--- src/rtl/gpu_cmd_parser_pkg.sv ---
// Shared constants, state encoding and helpers for the GPU command parser.
package gpu_cmd_parser_pkg;

    localparam int NUM_REGS = 12;

    localparam logic [7:0] OP_WRITE = 8'hA5;
    localparam logic [7:0] OP_READ  = 8'h5A;
    localparam logic [7:0] RSP_ACK  = 8'hAA;
    localparam logic [7:0] RSP_NAK  = 8'hEE;

    typedef enum logic [2:0] {
        S_IDLE,
        S_GET_ADDR,
        S_GET_DATA,
        S_ISSUE,
        S_WAIT_RDY,
        S_SEND
    } state_t;

    // Unsigned compare: 8'hFF is simply out of range.
    function automatic logic addr_ok(input logic [7:0] a);
        return {24'h0, a} < 32'(NUM_REGS);
    endfunction

endpackage

--- src/rtl/gpu_cmd_parser_if.sv ---
// Host byte streams and register-file bus seen by the command parser.
interface gpu_cmd_parser_if;

    logic [7:0] rx_data;
    logic       rx_valid;
    logic       rx_ready;
    logic [7:0] tx_data;
    logic       tx_valid;
    logic       tx_ready;
    logic [7:0] reg_addr;
    logic [7:0] reg_wdata;
    logic       reg_read;
    logic       reg_write;
    logic [7:0] reg_rdata;
    logic       reg_rdy;

    modport master (
        input  rx_data, rx_valid, tx_ready, reg_rdata, reg_rdy,
        output rx_ready, tx_data, tx_valid,
        output reg_addr, reg_wdata, reg_read, reg_write
    );

    modport slave (
        output rx_data, rx_valid, tx_ready, reg_rdata, reg_rdy,
        input  rx_ready, tx_data, tx_valid,
        input  reg_addr, reg_wdata, reg_read, reg_write
    );

endinterface

--- src/rtl/gpu_cmd_parser_timeout.sv ---
// Inter-byte timeout: loadable down-counter, expires after TIMEOUT enabled cycles.
module cmd_timeout #(
    parameter int TIMEOUT = 1000000
) (
    input  logic clk,
    input  logic rst,
    input  logic clear,
    input  logic en,
    output logic expired
);

    if (TIMEOUT == 0) begin : g_off
        logic unused;
        assign unused  = ^{clk, rst, clear, en};
        assign expired = 1'b0;
    end else begin : g_on
        localparam int W = (TIMEOUT > 1) ? $clog2(TIMEOUT + 1) : 1;
        localparam logic [W-1:0] LOAD = W'(TIMEOUT - 1);

        logic [W-1:0] cnt;

        always_ff @(posedge clk or posedge rst) begin
            if (rst) begin
                cnt <= '0;
            end else if (clear) begin
                cnt <= LOAD;
            end else if (en && cnt != '0) begin
                cnt <= cnt - 1'b1;
            end
        end

        assign expired = en && (cnt == '0);
    end

endmodule

--- src/rtl/gpu_cmd_parser.sv ---
// Host command front end: decodes write/read byte commands into
// register-file strobes and returns one response byte per command.
module gpu_cmd_parser
    import gpu_cmd_parser_pkg::*;
#(
    parameter int TIMEOUT = 1000000
) (
    input  logic clk,
    input  logic rst,
    gpu_cmd_parser_if.master bus
);

    state_t state;
    logic   is_read;
    logic   accept;
    logic   tmo;

    assign accept = bus.rx_valid && bus.rx_ready;

    cmd_timeout #(.TIMEOUT(TIMEOUT)) u_timeout (
        .clk     (clk),
        .rst     (rst),
        .clear   (accept),
        .en      (state == S_GET_ADDR || state == S_GET_DATA),
        .expired (tmo)
    );

    always_ff @(posedge clk or posedge rst) begin
        if (rst) begin
            state         <= S_IDLE;
            is_read       <= 1'b0;
            bus.rx_ready  <= 1'b0;
            bus.tx_valid  <= 1'b0;
            bus.tx_data   <= 8'h00;
            bus.reg_addr  <= 8'h00;
            bus.reg_wdata <= 8'h00;
            bus.reg_read  <= 1'b0;
            bus.reg_write <= 1'b0;
        end else begin
            bus.reg_read  <= 1'b0;
            bus.reg_write <= 1'b0;
            unique case (state)
                S_IDLE: begin
                    bus.rx_ready <= 1'b1;
                    if (accept) begin
                        if (bus.rx_data == OP_WRITE || bus.rx_data == OP_READ) begin
                            is_read <= (bus.rx_data == OP_READ);
                            state   <= S_GET_ADDR;
                        end else begin
                            bus.tx_data  <= RSP_NAK;
                            bus.tx_valid <= 1'b1;
                            bus.rx_ready <= 1'b0;
                            state        <= S_SEND;
                        end
                    end
                end
                S_GET_ADDR: begin
                    if (accept) begin
                        bus.reg_addr <= bus.rx_data;
                        if (!is_read) begin
                            // Data byte is consumed even when the address is bad.
                            state <= S_GET_DATA;
                        end else if (addr_ok(bus.rx_data)) begin
                            bus.reg_read <= 1'b1;
                            bus.rx_ready <= 1'b0;
                            state        <= S_ISSUE;
                        end else begin
                            bus.tx_data  <= RSP_NAK;
                            bus.tx_valid <= 1'b1;
                            bus.rx_ready <= 1'b0;
                            state        <= S_SEND;
                        end
                    end else if (tmo) begin
                        state <= S_IDLE;
                    end
                end
                S_GET_DATA: begin
                    if (accept) begin
                        bus.reg_wdata <= bus.rx_data;
                        bus.rx_ready  <= 1'b0;
                        if (addr_ok(bus.reg_addr)) begin
                            bus.reg_write <= 1'b1;
                            state         <= S_ISSUE;
                        end else begin
                            bus.tx_data  <= RSP_NAK;
                            bus.tx_valid <= 1'b1;
                            state        <= S_SEND;
                        end
                    end else if (tmo) begin
                        state <= S_IDLE;
                    end
                end
                S_ISSUE: begin
                    state <= S_WAIT_RDY;
                end
                S_WAIT_RDY: begin
                    if (bus.reg_rdy) begin
                        bus.tx_data  <= is_read ? bus.reg_rdata : RSP_ACK;
                        bus.tx_valid <= 1'b1;
                        state        <= S_SEND;
                    end
                end
                S_SEND: begin
                    if (bus.tx_ready) begin
                        bus.tx_valid <= 1'b0;
                        bus.rx_ready <= 1'b1;
                        state        <= S_IDLE;
                    end
                end
                default: begin
                    state <= S_IDLE;
                end
            endcase
        end
    end

endmodule

--- src/flat_wrapper.sv ---
// flat-port wrapper written by rule: the top's interface ports become plain ports
module gpu_cmd_parser_flat import gpu_cmd_parser_pkg::*;
#(
    parameter int TIMEOUT = 1000000
)
  (clk, rst, bus_rx_data, bus_rx_valid, bus_tx_ready, bus_reg_rdata, bus_reg_rdy, bus_rx_ready, bus_tx_data, bus_tx_valid, bus_reg_addr, bus_reg_wdata, bus_reg_read, bus_reg_write);
  gpu_cmd_parser_if bus_i ();
  input  logic clk;
  input  logic rst;
  input wire logic [$bits(bus_i.rx_data)-1:0] bus_rx_data;
  input wire logic [$bits(bus_i.rx_valid)-1:0] bus_rx_valid;
  input wire logic [$bits(bus_i.tx_ready)-1:0] bus_tx_ready;
  input wire logic [$bits(bus_i.reg_rdata)-1:0] bus_reg_rdata;
  input wire logic [$bits(bus_i.reg_rdy)-1:0] bus_reg_rdy;
  output wire logic [$bits(bus_i.rx_ready)-1:0] bus_rx_ready;
  output wire logic [$bits(bus_i.tx_data)-1:0] bus_tx_data;
  output wire logic [$bits(bus_i.tx_valid)-1:0] bus_tx_valid;
  output wire logic [$bits(bus_i.reg_addr)-1:0] bus_reg_addr;
  output wire logic [$bits(bus_i.reg_wdata)-1:0] bus_reg_wdata;
  output wire logic [$bits(bus_i.reg_read)-1:0] bus_reg_read;
  output wire logic [$bits(bus_i.reg_write)-1:0] bus_reg_write;
  assign bus_i.rx_data = bus_rx_data;
  assign bus_i.rx_valid = bus_rx_valid;
  assign bus_i.tx_ready = bus_tx_ready;
  assign bus_i.reg_rdata = bus_reg_rdata;
  assign bus_i.reg_rdy = bus_reg_rdy;
  assign bus_rx_ready = bus_i.rx_ready;
  assign bus_tx_data = bus_i.tx_data;
  assign bus_tx_valid = bus_i.tx_valid;
  assign bus_reg_addr = bus_i.reg_addr;
  assign bus_reg_wdata = bus_i.reg_wdata;
  assign bus_reg_read = bus_i.reg_read;
  assign bus_reg_write = bus_i.reg_write;
  gpu_cmd_parser #(.TIMEOUT(TIMEOUT)) u_core (.clk(clk), .rst(rst), .bus(bus_i));
endmodule
--- config.mk ---
export PLATFORM = sky130hd
export DESIGN_NAME = gpu_cmd_parser_flat
export DESIGN_NICKNAME = d
export VERILOG_FILES = /design/src/rtl/gpu_cmd_parser_pkg.sv /design/src/rtl/gpu_cmd_parser_if.sv /design/src/rtl/gpu_cmd_parser_timeout.sv /design/src/rtl/gpu_cmd_parser.sv /design/src/flat_wrapper.sv
export SDC_FILE = /design/constraint.sdc
export NUM_CORES = 1
export LEC_CHECK = 0
export ABC_AREA = 1
export CAP_MARGIN = 15
export CORE_ASPECT_RATIO = 0.6
export CORE_MARGIN = 3
export CORE_UTILIZATION = 50
export CTS_BUF_LIST = sky130_fd_sc_hd__clkbuf_4 sky130_fd_sc_hd__clkbuf_8
export CTS_CLUSTER_DIAMETER = 80
export DETAILED_ROUTE_END_ITERATION = 6
export HOLD_SLACK_MARGIN = 0.12
export MAX_ROUTING_LAYER = met4
export PLACE_DENSITY = 0.75
export SYNTH_ARGS = -nofsm -noshare
export SYNTH_HDL_FRONTEND = slang
export SYNTH_SLANG_ARGS = --single-unit
--- constraint.sdc ---
create_clock -name clk -period 2 [get_ports clk]
set_input_delay 0.3 -clock clk [delete_from_list [all_inputs] [get_ports clk]]
set_output_delay 0.3 -clock clk [all_outputs]
set_load 0.1 [all_outputs]
== Word level (Yosys, flattened, before mapping) ==
Cells that the tools add are included.

* Bits in registers: 52
* Output and inout bits: 28
* Logic and storage cells: 95

* $add $sub $neg: 1
* $lt $le $gt $ge: 2
* Eq/ne operators: 16
* Mux-type cells: 47
* Reduce and logical (&&, ||, !) cells: 19

{| class="wikitable"
|+ Operator list
! kind !! count
|-
| 8-bit two-way mux || 9
|-
| 20-bit two-way mux || 2
|-
| 8-bit case mux with 4 select lines || 1
|-
| 3-bit two-way mux || 10
|-
| 1-bit two-way mux || 22
|-
| 20-bit zero test || 1
|-
| 20-bit nonzero test || 1
|-
| 20-bit by 1-bit subtractor with 20-bit output, second input constant || 1
|-
| 3-bit case mux with 6 select lines || 1
|-
| 8-bit by 4-bit less-than comparator with 1-bit output, second input constant || 2
|-
| 2-bit != test, second input constant || 5
|-
| 10-bit AND reduction || 1
|-
| 9-bit AND reduction || 1
|-
| 8-bit by 7-bit equality test with 1-bit output, second input constant || 1
|-
| 8-bit equality test, second input constant || 1
|-
| 2-bit by 1-bit != test with 1-bit output, second input constant || 4
|-
| 4-bit nonzero test || 2
|-
| 3-bit by 2-bit equality test with 1-bit output, second input constant || 2
|-
| 3-bit equality test, second input constant || 2
|-
| 3-bit AND reduction || 2
|-
| 1-bit case mux with 5 select lines || 1
|-
| 5-bit AND reduction || 1
|-
| 5-bit nonzero test || 1
|-
| 1-bit case mux with 4 select lines || 1
|-
| 6 further kinds || 10
|}

== Logic depth before layout (Yosys ltp) ==
Gate-level depths: netlist of the first run.

* Word-level depth: 6
* Gate-level depth with buffers: 11
* Depth with buffers taken out: 11

== Modules after synthesis ==
From an unflattened synthesis of the first run, not the netlist that was laid out.

* Cells, all modules: 437
* Area, all modules: 3066.7 um^2

{| class="wikitable"
|+ By module, submodules not included
! module !! instances !! cells each !! area each (um^2) !! seq. area each (um^2)
|-
| gpu_cmd_parser || 1 || 223 || 1675.4 || 800.8
|-
| cmd_timeout || 1 || 214 || 1391.3 || 500.5
|}

== Least setup slack after synthesis of the first run ==
OpenSTA, ideal clock, no wires.

* Path kind: reg2reg
* From: register u_core.bus.rx_ready
* To: register u_core.bus.tx_valid
* Setup time: 0.125 ns
* Arrival: 2.033 ns
* Slack: -0.158 ns
* Cell stages (with the launch flop): 10
* Period minus slack after synthesis: 2.158 ns
* Path through: dfrtp_1 nand2_1 nor2_1 nor2_2 nor2_2 nand2_2 nor2_8 nand2_1 o21ai_1 nand2_1

* Longest elaborated chain between the ends: 3
* Elaborated cells on any way between the ends: 5

{| class="wikitable"
|+ RTL lines
! element !! line !! source
|-
| start, declared || gpu_cmd_parser_if.sv:19 || <nowiki>output rx_ready, tx_data, tx_valid,</nowiki>
|-
| start signal, assigned || gpu_cmd_parser.sv:32 || <nowiki>bus.rx_ready <= 1'b0;</nowiki>
|-
| start signal, assigned || gpu_cmd_parser.sv:44 || <nowiki>bus.rx_ready <= 1'b1;</nowiki>
|-
| start signal, assigned || gpu_cmd_parser.sv:52 || <nowiki>bus.rx_ready <= 1'b0;</nowiki>
|-
| 1-bit logical AND * || gpu_cmd_parser.sv:18 || <nowiki>assign accept = bus.rx_valid && bus.rx_ready;</nowiki>
|-
| 2-bit by 1-bit != test with 1-bit output (no source line) || - ||
|-
| 10-bit AND reduction (no source line) * || - ||
|-
| end signal, assigned || gpu_cmd_parser.sv:33 || <nowiki>bus.tx_valid <= 1'b0;</nowiki>
|-
| end signal, assigned || gpu_cmd_parser.sv:51 || <nowiki>bus.tx_valid <= 1'b1;</nowiki>
|-
| end signal, assigned || gpu_cmd_parser.sv:69 || <nowiki>bus.tx_valid <= 1'b1;</nowiki>
|-
| end, declared || gpu_cmd_parser_if.sv:19 ||
|}

Mark *: on every way between the ends. The rest lies on a longest branch, timed or not.
A chain may end at the register's enable or synchronous reset.

== Worst setup path after layout of the first run ==
* From: register u_core.u_timeout.g_on.cnt[3]
* To: register u_core.u_timeout.g_on.cnt[19]

* Longest elaborated chain between the ends: 3
* Elaborated cells on any way between the ends: 6

{| class="wikitable"
|+ RTL lines
! element !! line !! source
|-
| start, declared || gpu_cmd_parser_timeout.sv:20 || <nowiki>logic [W-1:0] cnt;</nowiki>
|-
| start signal, assigned || gpu_cmd_parser_timeout.sv:28 || <nowiki>cnt <= cnt - 1'b1;</nowiki>
|-
| 20-bit by 1-bit subtractor with 20-bit output or 20-bit nonzero test (tied branches) || gpu_cmd_parser_timeout.sv:28, gpu_cmd_parser_timeout.sv:27 ||
|-
| 20-bit two-way mux or 1-bit logical AND (tied branches) || gpu_cmd_parser_timeout.sv:27 || <nowiki>end else if (en && cnt != '0) begin</nowiki>
|-
| 20-bit two-way mux or 2-bit nonzero test (tied branches) || - ||
|}

Several ways; a longest one is shown, not always the timed one. The select of a mux whose other input is x is not followed.

==> results of run 1 <==
[flip-flops by register name, indices dropped and copies added (netlist names)]
name	cells
u_core.bus.rx_ready	1
u_core.bus.reg_wdata	8
u_core.bus.tx_valid	1
u_core.bus.reg_read	1
u_core.state	3
u_core.bus.reg_write	1
u_core.is_read	1
u_core.bus.reg_addr	8
u_core.bus.tx_data	8
u_core.u_timeout.g_on.cnt	20
[metal layers]
layer / share of wire, % / GRT usage [%]
met4: 0.86 / 5.17
met2: 39 / 31.9
met5: 0 / -
met1: 53 / 36.5
met3: 6.8 / 4.80
[cell families (layout without fill, tap and decap cells)]
group           after synthesis  count (layout)  share of synthesized area, %
compound gates               56              56                          11.2
xor+xnor                      6               6                          1.86
fa+ha+maj                     2               2                         0.884
buf+inv                      47             105                          6.45
flops                        52              52                          46.0
simple gates                206             206                          33.6
[power breakdown]
part           internal (µW)  switching, µW
sequential              1370            234
clock                    371            365
combinational            907           2790
[cell type report]
cell class | instances | area [µm²] | share of cell area (%)
timing repair buffer | 56 | 495 | 14.2
clock buffer | 5 | 68.8 | 1.97
tap | 66 | 82.6 | 2.36
inverter | 41 | 154 | 4.40
sequential | 52 | 1300 | 37.2
clock inverter | 3 | 42.5 | 1.22
multi-input combinational | 270 | 1350 | 38.7
[through the flow]
stage	hold slack [ns]	total power, µW	area [µm²]
after detailed placement	0.463	5280	3380
after CTS	0.366	6030	3490
after global routing	0.387	6440	3500
after floorplan	0.457	4460	2830
after global placement	0.457	5230	3380
final	0.343	6040	3500
[cell usage after synthesis]
| cell type | n |
|---|---|
| nand4_1 | 6 |
| o21ai_1 | 10 |
| nand3_2 | 3 |
| xnor2_1 | 1 |
| buf_4 | 1 |
| nor2_2 | 5 |
| xor2_1 | 5 |
| nor4_1 | 2 |
| inv_1 | 34 |
| nand2_4 | 3 |
| ha_1 | 2 |
| or2_0 | 2 |
| nand3b_1 | 5 |
| a21oi_1 | 8 |
| nand3_1 | 25 |
| clkbuf_1 | 1 |
| nor2_4 | 2 |
| o21ai_0 | 28 |
| o31ai_1 | 3 |
| nor2_8 | 1 |
| nand2_2 | 3 |
| buf_1 | 2 |
| o21ai_2 | 1 |
| buf_2 | 2 |
| dfrtp_1 | 52 |
| o22ai_2 | 1 |
| a21oi_4 | 1 |
| nand2_1 | 99 |
| and3_1 | 1 |
| nor2_1 | 44 |
| o21bai_1 | 2 |
| inv_2 | 7 |
| a31oi_1 | 2 |
| nor3_1 | 3 |
| or2_1 | 2 |
[worst max-delay path, cell delays in order, from the launching register on]
cell     delay (ns)
dfrtp_1        0.43
nor2_1         0.26
nand2_1        0.10
nor2_1         0.15
nand3_2        0.17
nand2_4        0.17
nand2_4        0.13
nand2_1        0.11
nor2_1         0.05
nor2_1         0.08
nand2_1        0.05
[worst paths after layout]
path	start	end	slack, ns	cells past startpoint
min	rst	u_core.u_timeout.g_on.cnt[16]	0.34	3
min reg2reg	u_core.bus.tx_data[7]	u_core.bus.tx_data[7]	0.48	2
max	u_core.u_timeout.g_on.cnt[3]	u_core.u_timeout.g_on.cnt[19]	0.21	10
max in group asynchronous	rst	u_core.bus.rx_ready	1.39	3
min in group clk	u_core.bus.tx_data[7]	u_core.bus.tx_data[7]	0.48	2
max reg2reg	u_core.u_timeout.g_on.cnt[3]	u_core.u_timeout.g_on.cnt[19]	0.21	10
[repair_timing]
action,CTS,global route
endpoints found under the setup margin,0,2
hold endpoints to repair,0,0
hold buffers,0,0
buffers inserted,0,0
resized for setup,0,2
[cell usage in the layout, fill, tap and decap left out, drive strengths merged, types with 3 or more instances in the layout]
cell | synthesis | layout
inv | 41 | 41
clkdlybuf4s50 | 0 | 20
dfrtp | 52 | 52
nor2 | 52 | 52
clkbuf | 1 | 5
xor2 | 5 | 5
nor3 | 3 | 3
a21oi | 9 | 9
nand4 | 6 | 6
nand3 | 28 | 28
nand2 | 105 | 105
o31ai | 3 | 3
or2 | 4 | 4
buf | 5 | 36
o21ai | 39 | 39
nand3b | 5 | 5
==> run_results.csv, run 1 <==
group,metric,value,unit
route,vias,2608,
global_routing,grt_max_degree,53,
global_routing,grtUsageTotal,23.7,%
timing,worstMarginPinSlew,0.430,ns
die,die-area,6630,µm²
die,start_util,53.9,%
timing,slew_headroom,71.3,%
timing,setup_slack,0.208,ns
logic_synthesis,synth.area.top_cells,"dfrtp_1, nand2_1, nor2_1",
hold_path,hold_path_class,"in2async",
route,via_per_inst,5.29,
logic_synthesis,yosys_warnings,0,
finish,fin_nets,449,
route,drtAntennaViolNets,0,
route,wl,6.94,mm
global_routing,grt_pass1_wl,12.0,mm
logic_synthesis,syn_area,2830,µm²
die,core,5260,µm²
worst_setup_path,cp_max_fo,13,
route,drtPass1Iterations,4,
placement,io_buffers,48,
die,pin_count,49,
clock_tree,h-tree-depth,2,
logic_synthesis,synth_top_area_share,46.0,%
clock_tree,cts.clk_slew.worst_paths,0.10,ns
route,wire_per_inst,14.1,µm
route,remaining_drc_errors,0,
timing,rsz0062_at_grt,"false",
job,maxCapViolCount,0,
pwr,p_per_area,1730,nW/µm²
clock_tree,cts_tree,"built",
clock_tree,cts_buffers,5,
clock_tree,root_buffer,"clkbuf_8",
global_routing,grt_pass1_vias,2514,
run_status,outcome,"finished clean",
placement,place.gp.congestion,0.973,
clock_tree,clk_latency,0.31,ns
placement,hpwl,5.21,mm
timing,drv_slew,0,
logic_synthesis,ys_seq_area_share,46.0,%
timing,finalClockSkew,0.00804,ns
finish,nFillCells,446,
die,die_h,64.3,µm
logic_synthesis,synth_cell_types,35,
clock_tree,cts_max_path_buffers,2,
global_routing,antenna_found_initial,0,
finish,diodes,0,
die,die_w,103,µm
logic_synthesis,synth_nets,392,
route,drt_iter0_drc,231,
finish,utilization,66.6,%
worst_setup_path,critPathKind,"reg2reg",
timing,min_period,1.79,ns
logic_synthesis,syn_avg_cell_area,7.67,µm²
worst_setup_path,end_kind,"flip-flop",
timing,finalSetupViolations,0,
timing,finalHoldViolCount,0,
finish,drive_gt1_share,17.3,%
clock_tree,cts_sinks,52,
placement,dp_cells,485,
timing,fmax,558,MHz
worst_setup_path,required,2.21,ns
worst_setup_path,cp_data_arrival_time,2.01,ns
pwr,ir_worst_vdd,1.95,mV
logic_synthesis,synth.largest_area_cell,"dfrtp_1",
finish,fin_cells,493,
timing,fin_crit_sh,89.6,%
die,rows,20,
worst_setup_path,startpoint_type,"flip-flop",
placement,pre_cts_ws,0.0615,ns
logic_synthesis,ys_ff_latch,52,
finish,syn_to_final_growth,23.6,%
pwr,p_leak,0.00168,µW
logic_synthesis,syn-instance-count,369,
timing,setup-tns-final,0,ns
global_routing,grt_overflow_total,0,
No activity file was read; power rests on OpenSTA's default activity.
==> inputs of run 2 (changes only) <==
Settings changed: SKIP_LAST_GASP from default to 1.
Clock period 2 ns to 1.9 ns, I/O delays scaled along.
==> run 2 against run 1 <==
Effect of this change:
- combinational power is 6.5% higher
- global-route usage fell by 0.52 points
- register-to-register slack lost 0.06 ns
- first-iteration DRC count grew 15%
- sequential power is 5% higher
- flip-flop and latch count did not move
- setup slack worse by 0.062 ns
==> run_results.csv, run 2 (synthesized netlist as in run 1, its figures left out) <==
group,metric,value,unit
run_status,outcome,"finished clean",
global_routing,grt_pass1_wl,11.6,mm
finish,drive_gt1_share,19.0,%
worst_setup_path,cp_data_arrival_time,1.96,ns
worst_setup_path,worstPathCellList,"nor2_1 -> nand2_1 -> nor2_2 -> nand3_2 -> nand2_4 -> nand2_4 -> nand2_1 -> nor2_1 -> nor2_1 -> nand2_1",
job,maxCapViolCount,0,
route,drt_iter0_drc,266,
worst_setup_path,required,2.11,ns
timing,finalHoldViolCount,0,
worst_setup_path,startpoint,"u_core.u_timeout.g_on.cnt[15]",
finish,syn_to_final_growth,25.7,%
clock_tree,cts.clk_slew.worst_paths,0.10,ns
global_routing,grt_overflow_total,0,
die,die-area,6630,µm²
clock_tree,root_buffer,"clkbuf_8",
timing,fmax,570,MHz
timing,finalSetupViolations,0,
finish,diodes,0,
finish,final_cell_mix,"nand2_1, dfrtp_1, buf_4, nor2_1, inv_1",
finish,fin_nets,458,
clock_tree,clk_latency,0.31,ns
worst_setup_path,cp_max_fo,13,
worst_setup_path,reg2reg_to,"u_core.u_timeout.g_on.cnt[19]",
die,die_h,64.3,µm
global_routing,grt_max_degree,53,
pwr,p_per_area,1800,nW/µm²
placement,hpwl,5.48,mm
die,start_util,53.9,%
clock_tree,cts_sinks,52,
worst_setup_path,slowest_stage,"dfrtp_1",
clock_tree,h-tree-depth,2,
timing,fin_crit_sh,92.3,%
route,remaining_drc_errors,0,
global_routing,grt_pass1_vias,2424,
worst_setup_path,cp_top_family,"simple AND/OR/NAND/NOR gates",
route,drtPass1Iterations,5,
pwr,p_leak,0.00172,µW
die,rows,20,
timing,finalClockSkew,0.0113,ns
die,core,5260,µm²
worst_setup_path,crit_end,"u_core.u_timeout.g_on.cnt[19]",
route,wl,7.00,mm
die,die_w,103,µm
pwr,ir_worst_vdd,1.76,mV
pwr,finalPower,6410,µW
finish,fin_cells,502,
worst_setup_path,critPathKind,"reg2reg",
worst_setup_path,r2r_cells,10,
worst_setup_path,path_buf_inv,0,
global_routing,antenna_found_initial,0,
worst_setup_path,startpoint_type,"flip-flop",
placement,io_buffers,48,
die,pin_count,49,
finish,top_register,"u_core.u_timeout.g_on.cnt",
placement,place.gp.congestion,0.978,
hold_path,hold_path_class,"in2async",
finish,final_common_cell,"nand2_1",
clock_tree,cts_max_path_buffers,2,
worst_setup_path,end_kind,"flip-flop",
worst_setup_path,r2r_slack,0.15,ns
timing,drv_slew,0,
timing,worstMarginPinSlew,0.467,ns
finish,largest_reg_flops,20,
clock_tree,cts_tree,"built",
route,vias,2647,
clock_tree,cts_buffers,5,
worst_setup_path,path_depth,10,
global_routing,grtUsageTotal,23.2,%
route,drtAntennaViolNets,0,
timing,min_period,1.75,ns
timing,rsz0062_at_grt,"false",
timing,slew_headroom,68.9,%
worst_setup_path,critPathMaxStageDelay,0.45,ns
route,wire_per_inst,13.9,µm
route,via_per_inst,5.27,
worst_setup_path,r2r-start,"u_core.u_timeout.g_on.cnt[15]",
timing,setup-tns-final,0,ns
placement,dp_cells,494,
## run 2: cell types whose count changed in the layout (fill, tap and decap cells not counted)
cell,previous run,this run
clkinv_2,1,0
inv_6,0,1
nor2_1,44,43
inv_2,9,8
nor2_2,5,6
inv_1,32,33
buf_12,2,1
buf_4,34,44
## run 2: report_power, final
part / total, µW / switching, µW / leakage [µW] / internal [µW]
logic: 3940 / 2950 / 0.00102 / 990
clock network: 776 / 379 / 0.0000548 / 397
registers: 1690 / 244 / 0.000645 / 1440
total: 6410 / 3580 / 0.00172 / 2830
## run 2: metal layers
metal	vias up	GRT usage [%]	part of all wire (%)
li1	1325	-	-
met1	1210	36.7	51
met2	106	29.3	39
met3	6	6.11	9.8
met4	0	4.20	0.66
met5	-	-	0
## run 2: cell type report
type                       instances  area [µm²]
sequential                        52        1300
clock buffer                       5        68.8
multi-input combinational        270        1360
clock inverter                     3        46.3
tap                               66        82.6
fill                             436        1700
timing repair buffer              65         551
inverter                          41         154
## run 2: timing repair
action	4_1_cts	5_1_grt
buffers inserted	0	0
gates resized for setup	0	2
endpoints found under the setup margin	0	1
hold buffers	0	0
## run 2: worst register-to-register path, cell delays in order, from the launching register on
cell and delay [ns]:
dfrtp_1 0.45, nor2_1 0.17, nand2_1 0.09, nor2_2 0.18
nand3_2 0.15, nand2_4 0.17, nand2_4 0.13, nand2_1 0.13
nor2_1 0.05, nor2_1 0.08, nand2_1 0.06
## run 2: metrics by stage
| step | hold slack, ns | setup slack, ns | util (%) | instance area, µm² |
|---|---|---|---|---|
| floorplan | 0.444 | 0.00767 | - | 2830 |
| global placement | 0.460 | 0.0805 | 65.4 | 3440 |
| detailed placement | 0.466 | 0.0278 | 65.4 | 3440 |
| CTS | 0.343 | 0.0911 | 67.6 | 3550 |
| global route | 0.352 | 0.00156 | 67.7 | 3560 |
| finish | 0.325 | 0.146 | 67.7 | 3560 |
## run 2: how the worst min path moves through the flow
stage,from,end,slack [ns],cells after the start
finish,rst,u_core.u_timeout.g_on.cnt[15],0.32,3
global route,rst,u_core.u_timeout.g_on.cnt[17],0.35,3
CTS,rst,u_core.u_timeout.g_on.cnt[17],0.34,3
detailed placement,u_core.bus.tx_data[6],u_core.bus.tx_data[6],0.47,2
global placement,u_core.bus.tx_data[1],u_core.bus.tx_data[1],0.46,2
floorplan,bus_rx_data[0],u_core.bus.reg_wdata[0],0.44,2
==> inputs of run 3 (changes only) <==
Settings changed: ABC_AREA 1 to default, ABC_CLOCK_PERIOD_IN_PS from default to 1900, CTS_BUF_LIST sky130_fd_sc_hd__clkbuf_4 sky130_fd_sc_hd__clkbuf_8 to default, PLACE_DENSITY 0.75 to 0.76.
==> run 3 against run 2 <==
Effect of this change:
- the flow now finishes with violations (negative setup slack)
- highest routed layer unchanged
- critical path type unchanged
- setup slack got worse by 0.31 ns
- routed wire length up 18%
- clock power is 9.1% lower
- largest cell class unchanged
- first-iteration DRC count fell by 7.5%
- critical endpoint is now u_core.u_timeout.g_on.cnt[17]
==> run_results.csv, run 3 <==
group,metric,value,unit
run_status,outcome,"complete, but fails checks",
run_status,violations,"negative setup slack",
worst_setup_path,reg2reg_to,"u_core.u_timeout.g_on.cnt[17]",
clock_tree,root_buffer,"clkbuf_8",
placement,hpwl,5.29,mm
logic_synthesis,syn-instance-count,251,
clock_tree,clk_latency,0.31,ns
hold_path,hold_end,"u_core.bus.reg_wdata[1]",
finish,largest_reg_flops,20,
timing,setup_slack,-0.160,ns
worst_setup_path,cp_max_fo,5,
logic_synthesis,synth.largest_area_cell,"dfrtp_1",
job,maxCapViolCount,0,
finish,syn_to_final_growth,50.7,%
pwr,p_per_area,1550,nW/µm²
placement,placed_area,3470,µm²
die,core,4800,µm²
finish,multi_input_area,1460,µm²
worst_setup_path,path_buf_inv,0,
global_routing,grt_pass1_vias,2564,
logic_synthesis,synth_top_flop_cell,"dfrtp_1",
logic_synthesis,ys_ff_latch,52,
route,drtAntennaViolNets,0,
worst_setup_path,end_kind,"flip-flop",
worst_setup_path,cp_top_family,"simple AND/OR/NAND/NOR gates",
die,die-area,6190,µm²
logic_synthesis,syn_avg_cell_area,10.5,µm²
placement,io_buffers,48,
timing,worstMarginPinSlew,0.397,ns
route,vias,2581,
clock_tree,cts_tree,"built",
logic_synthesis,synth_common_cells,"dfrtp_1, nand2_1, mux2_1",
timing,whs,0.494,ns
hold_path,hp-start,"u_core.bus.reg_wdata[1]",
die,die_w,99.6,µm
finish,fin_nets,390,
worst_setup_path,r2r_cells,5,
finish,final_area,3960,µm²
pwr,ir_worst_vdd,1.65,mV
timing,finalClockSkew,0.00861,ns
logic_synthesis,syn_area,2630,µm²
die,rows,19,
timing,finalSetupViolations,20,
finish,final_common_cell,"buf_4",
finish,drive_gt1_share,41.3,%
route,wl,8.28,mm
hold_path,whs_path_depth,1,
pwr,p_leak,0.00170,µW
global_routing,grt_max_degree,28,
worst_setup_path,slowest_stage,"or4_4",
timing,drv_slew,0,
logic_synthesis,synth_most_common_cell,"dfrtp_1",
route,drt_iter0_drc,246,
worst_setup_path,r2r-start,"u_core.u_timeout.g_on.cnt[3]",
worst_setup_path,r2r_slack,-0.16,ns
placement,place.gp.congestion,0.911,
clock_tree,cts_max_path_buffers,2,
route,drtPass1Iterations,5,
finish,seq_area,1310,µm²
finish,diodes,0,
timing,fmax,485,MHz
placement,dp_cells,404,
logic_synthesis,synth-edff-count,0,
route,remaining_drc_errors,0,
logic_synthesis,yosys_warnings,0,
finish,top_register,"u_core.u_timeout.g_on.cnt",
global_routing,grt_pass1_wl,12.8,mm
global_routing,antenna_found_initial,0,
clock_tree,h-tree-depth,2,
worst_setup_path,worstPathCellList,"or4_4 -> nor4b_4 -> nand3_2 -> or4_1 -> nand3_1",
logic_synthesis,synth_top_area_share,49.5,%
die,pin_count,49,
route,wire_per_inst,19.2,µm
global_routing,grtUsageTotal,26.8,%
timing,min_period,2.06,ns
worst_setup_path,required,2.15,ns
logic_synthesis,synth_cell_types,54,
route,via_per_inst,5.99,
finish,final_cell_mix,"buf_4, dfrtp_1, nand2_1, clkdlybuf4s50_1, mux2_1",
worst_setup_path,critPathMaxStageDelay,0.61,ns
pwr,finalPower,6140,µW
logic_synthesis,synth_nets,274,
logic_synthesis,synth.area.top_cells,"dfrtp_1, mux2_1, nand2_1",
finish,nFillCells,262,
logic_synthesis,synthArstFlopShare,100,%
timing,fin_crit_sh,108,%
clock_tree,cts_buffers,5,
timing,finalHoldViolCount,0,
die,die_h,62.2,µm
hold_path,hold_path_class,"reg2reg",
global_routing,grt_overflow_total,0,
logic_synthesis,ys_seq_area_share,49.5,%
finish,utilization,82.5,%
timing,slew_headroom,73.4,%
die,start_util,54.7,%
clock_tree,cts_sinks,52,
worst_setup_path,cp_data_arrival_time,2.31,ns
finish,fin_cells,431,
timing,rsz0062_at_grt,"true",
worst_setup_path,startpoint_type,"flip-flop",
worst_setup_path,critPathKind,"reg2reg",
clock_tree,cts.clk_slew.worst_paths,0.10,ns
-- run 3: how the worst max path moves through the flow --
stage	start	endpoint	slack (ns)	depth (start not counted)
after detailed placement	bus_rx_data[1]	u_core.bus.tx_data[1]	-0.17	7
after global routing	u_core.u_timeout.g_on.cnt[14]	u_core.u_timeout.g_on.cnt[14]	-0.25	6
after floorplan	u_core.u_timeout.g_on.cnt[6]	u_core.u_timeout.g_on.cnt[17]	-0.06	5
final	u_core.u_timeout.g_on.cnt[3]	u_core.u_timeout.g_on.cnt[17]	-0.16	5
after CTS	u_core.u_timeout.g_on.cnt[3]	u_core.u_timeout.g_on.cnt[16]	-0.16	5
after global placement	bus_rx_data[1]	u_core.bus.tx_data[7]	-0.16	7
-- run 3: report_power, final --
| group | total [µW] | internal, µW | switching [µW] |
|---|---|---|---|
| clock network | 705 | 334 | 372 |
| logic | 3810 | 1090 | 2720 |
| registers | 1620 | 1400 | 221 |
| total | 6140 | 2820 | 3310 |
-- run 3: cell families after synthesis --
kind of cell / synth area share, %
AOI/OAI and AO/OA: 11.6
muxes: 7.24
xor gates and xnor gates: 4.67
and+or+nand+nor: 22.7
adders and majority gates: 0.952
buffers and inverters: 3.33
DFF: 49.5
-- run 3: what timing repair did --
item / CTS / global route
hold buffers: 1 / 0
pin swaps: 22 / 15
endpoints found under the setup margin: 22 / 39
gates cloned: 0 / 1
buffers inserted: 11 / 7
hold endpoints to repair: 1 / 0
resized for setup: 25 / 23
-- run 3: stage by stage --
stage          setup slack (ns)  setup TNS, ns
6_report                 -0.160          -1.79
3_3_place_gp             -0.161          -2.15
4_1_cts                  -0.161         -0.997
2_1_floorplan           -0.0553         -0.207
5_1_grt                  -0.252          -3.38
3_5_place_dp             -0.172          -3.52
-- run 3: final cells by class --
type / count / share of cell area [%]
multi-input combinational: 177 / 37.0
tap: 63 / 1.99
timing repair buffer: 119 / 24.4
sequential: 52 / 33.0
clock buffer: 8 / 2.53
inverter: 12 / 1.14
-- run 3: per-layer routing --
metal	up-vias	share of wire, %	track usage, %
li1	1149	-	-
met1	1265	44	37.5
met2	148	45	38.5
met3	19	8.9	6.15
met4	0	1.8	8.52
met5	-	0	-
-- run 3: worst register-to-register path, delay by kind of cell (launching register included) --
family,cells,cell delay (ns)
flip-flops,1,0.39
AND/OR/NAND/NOR,5,1.62
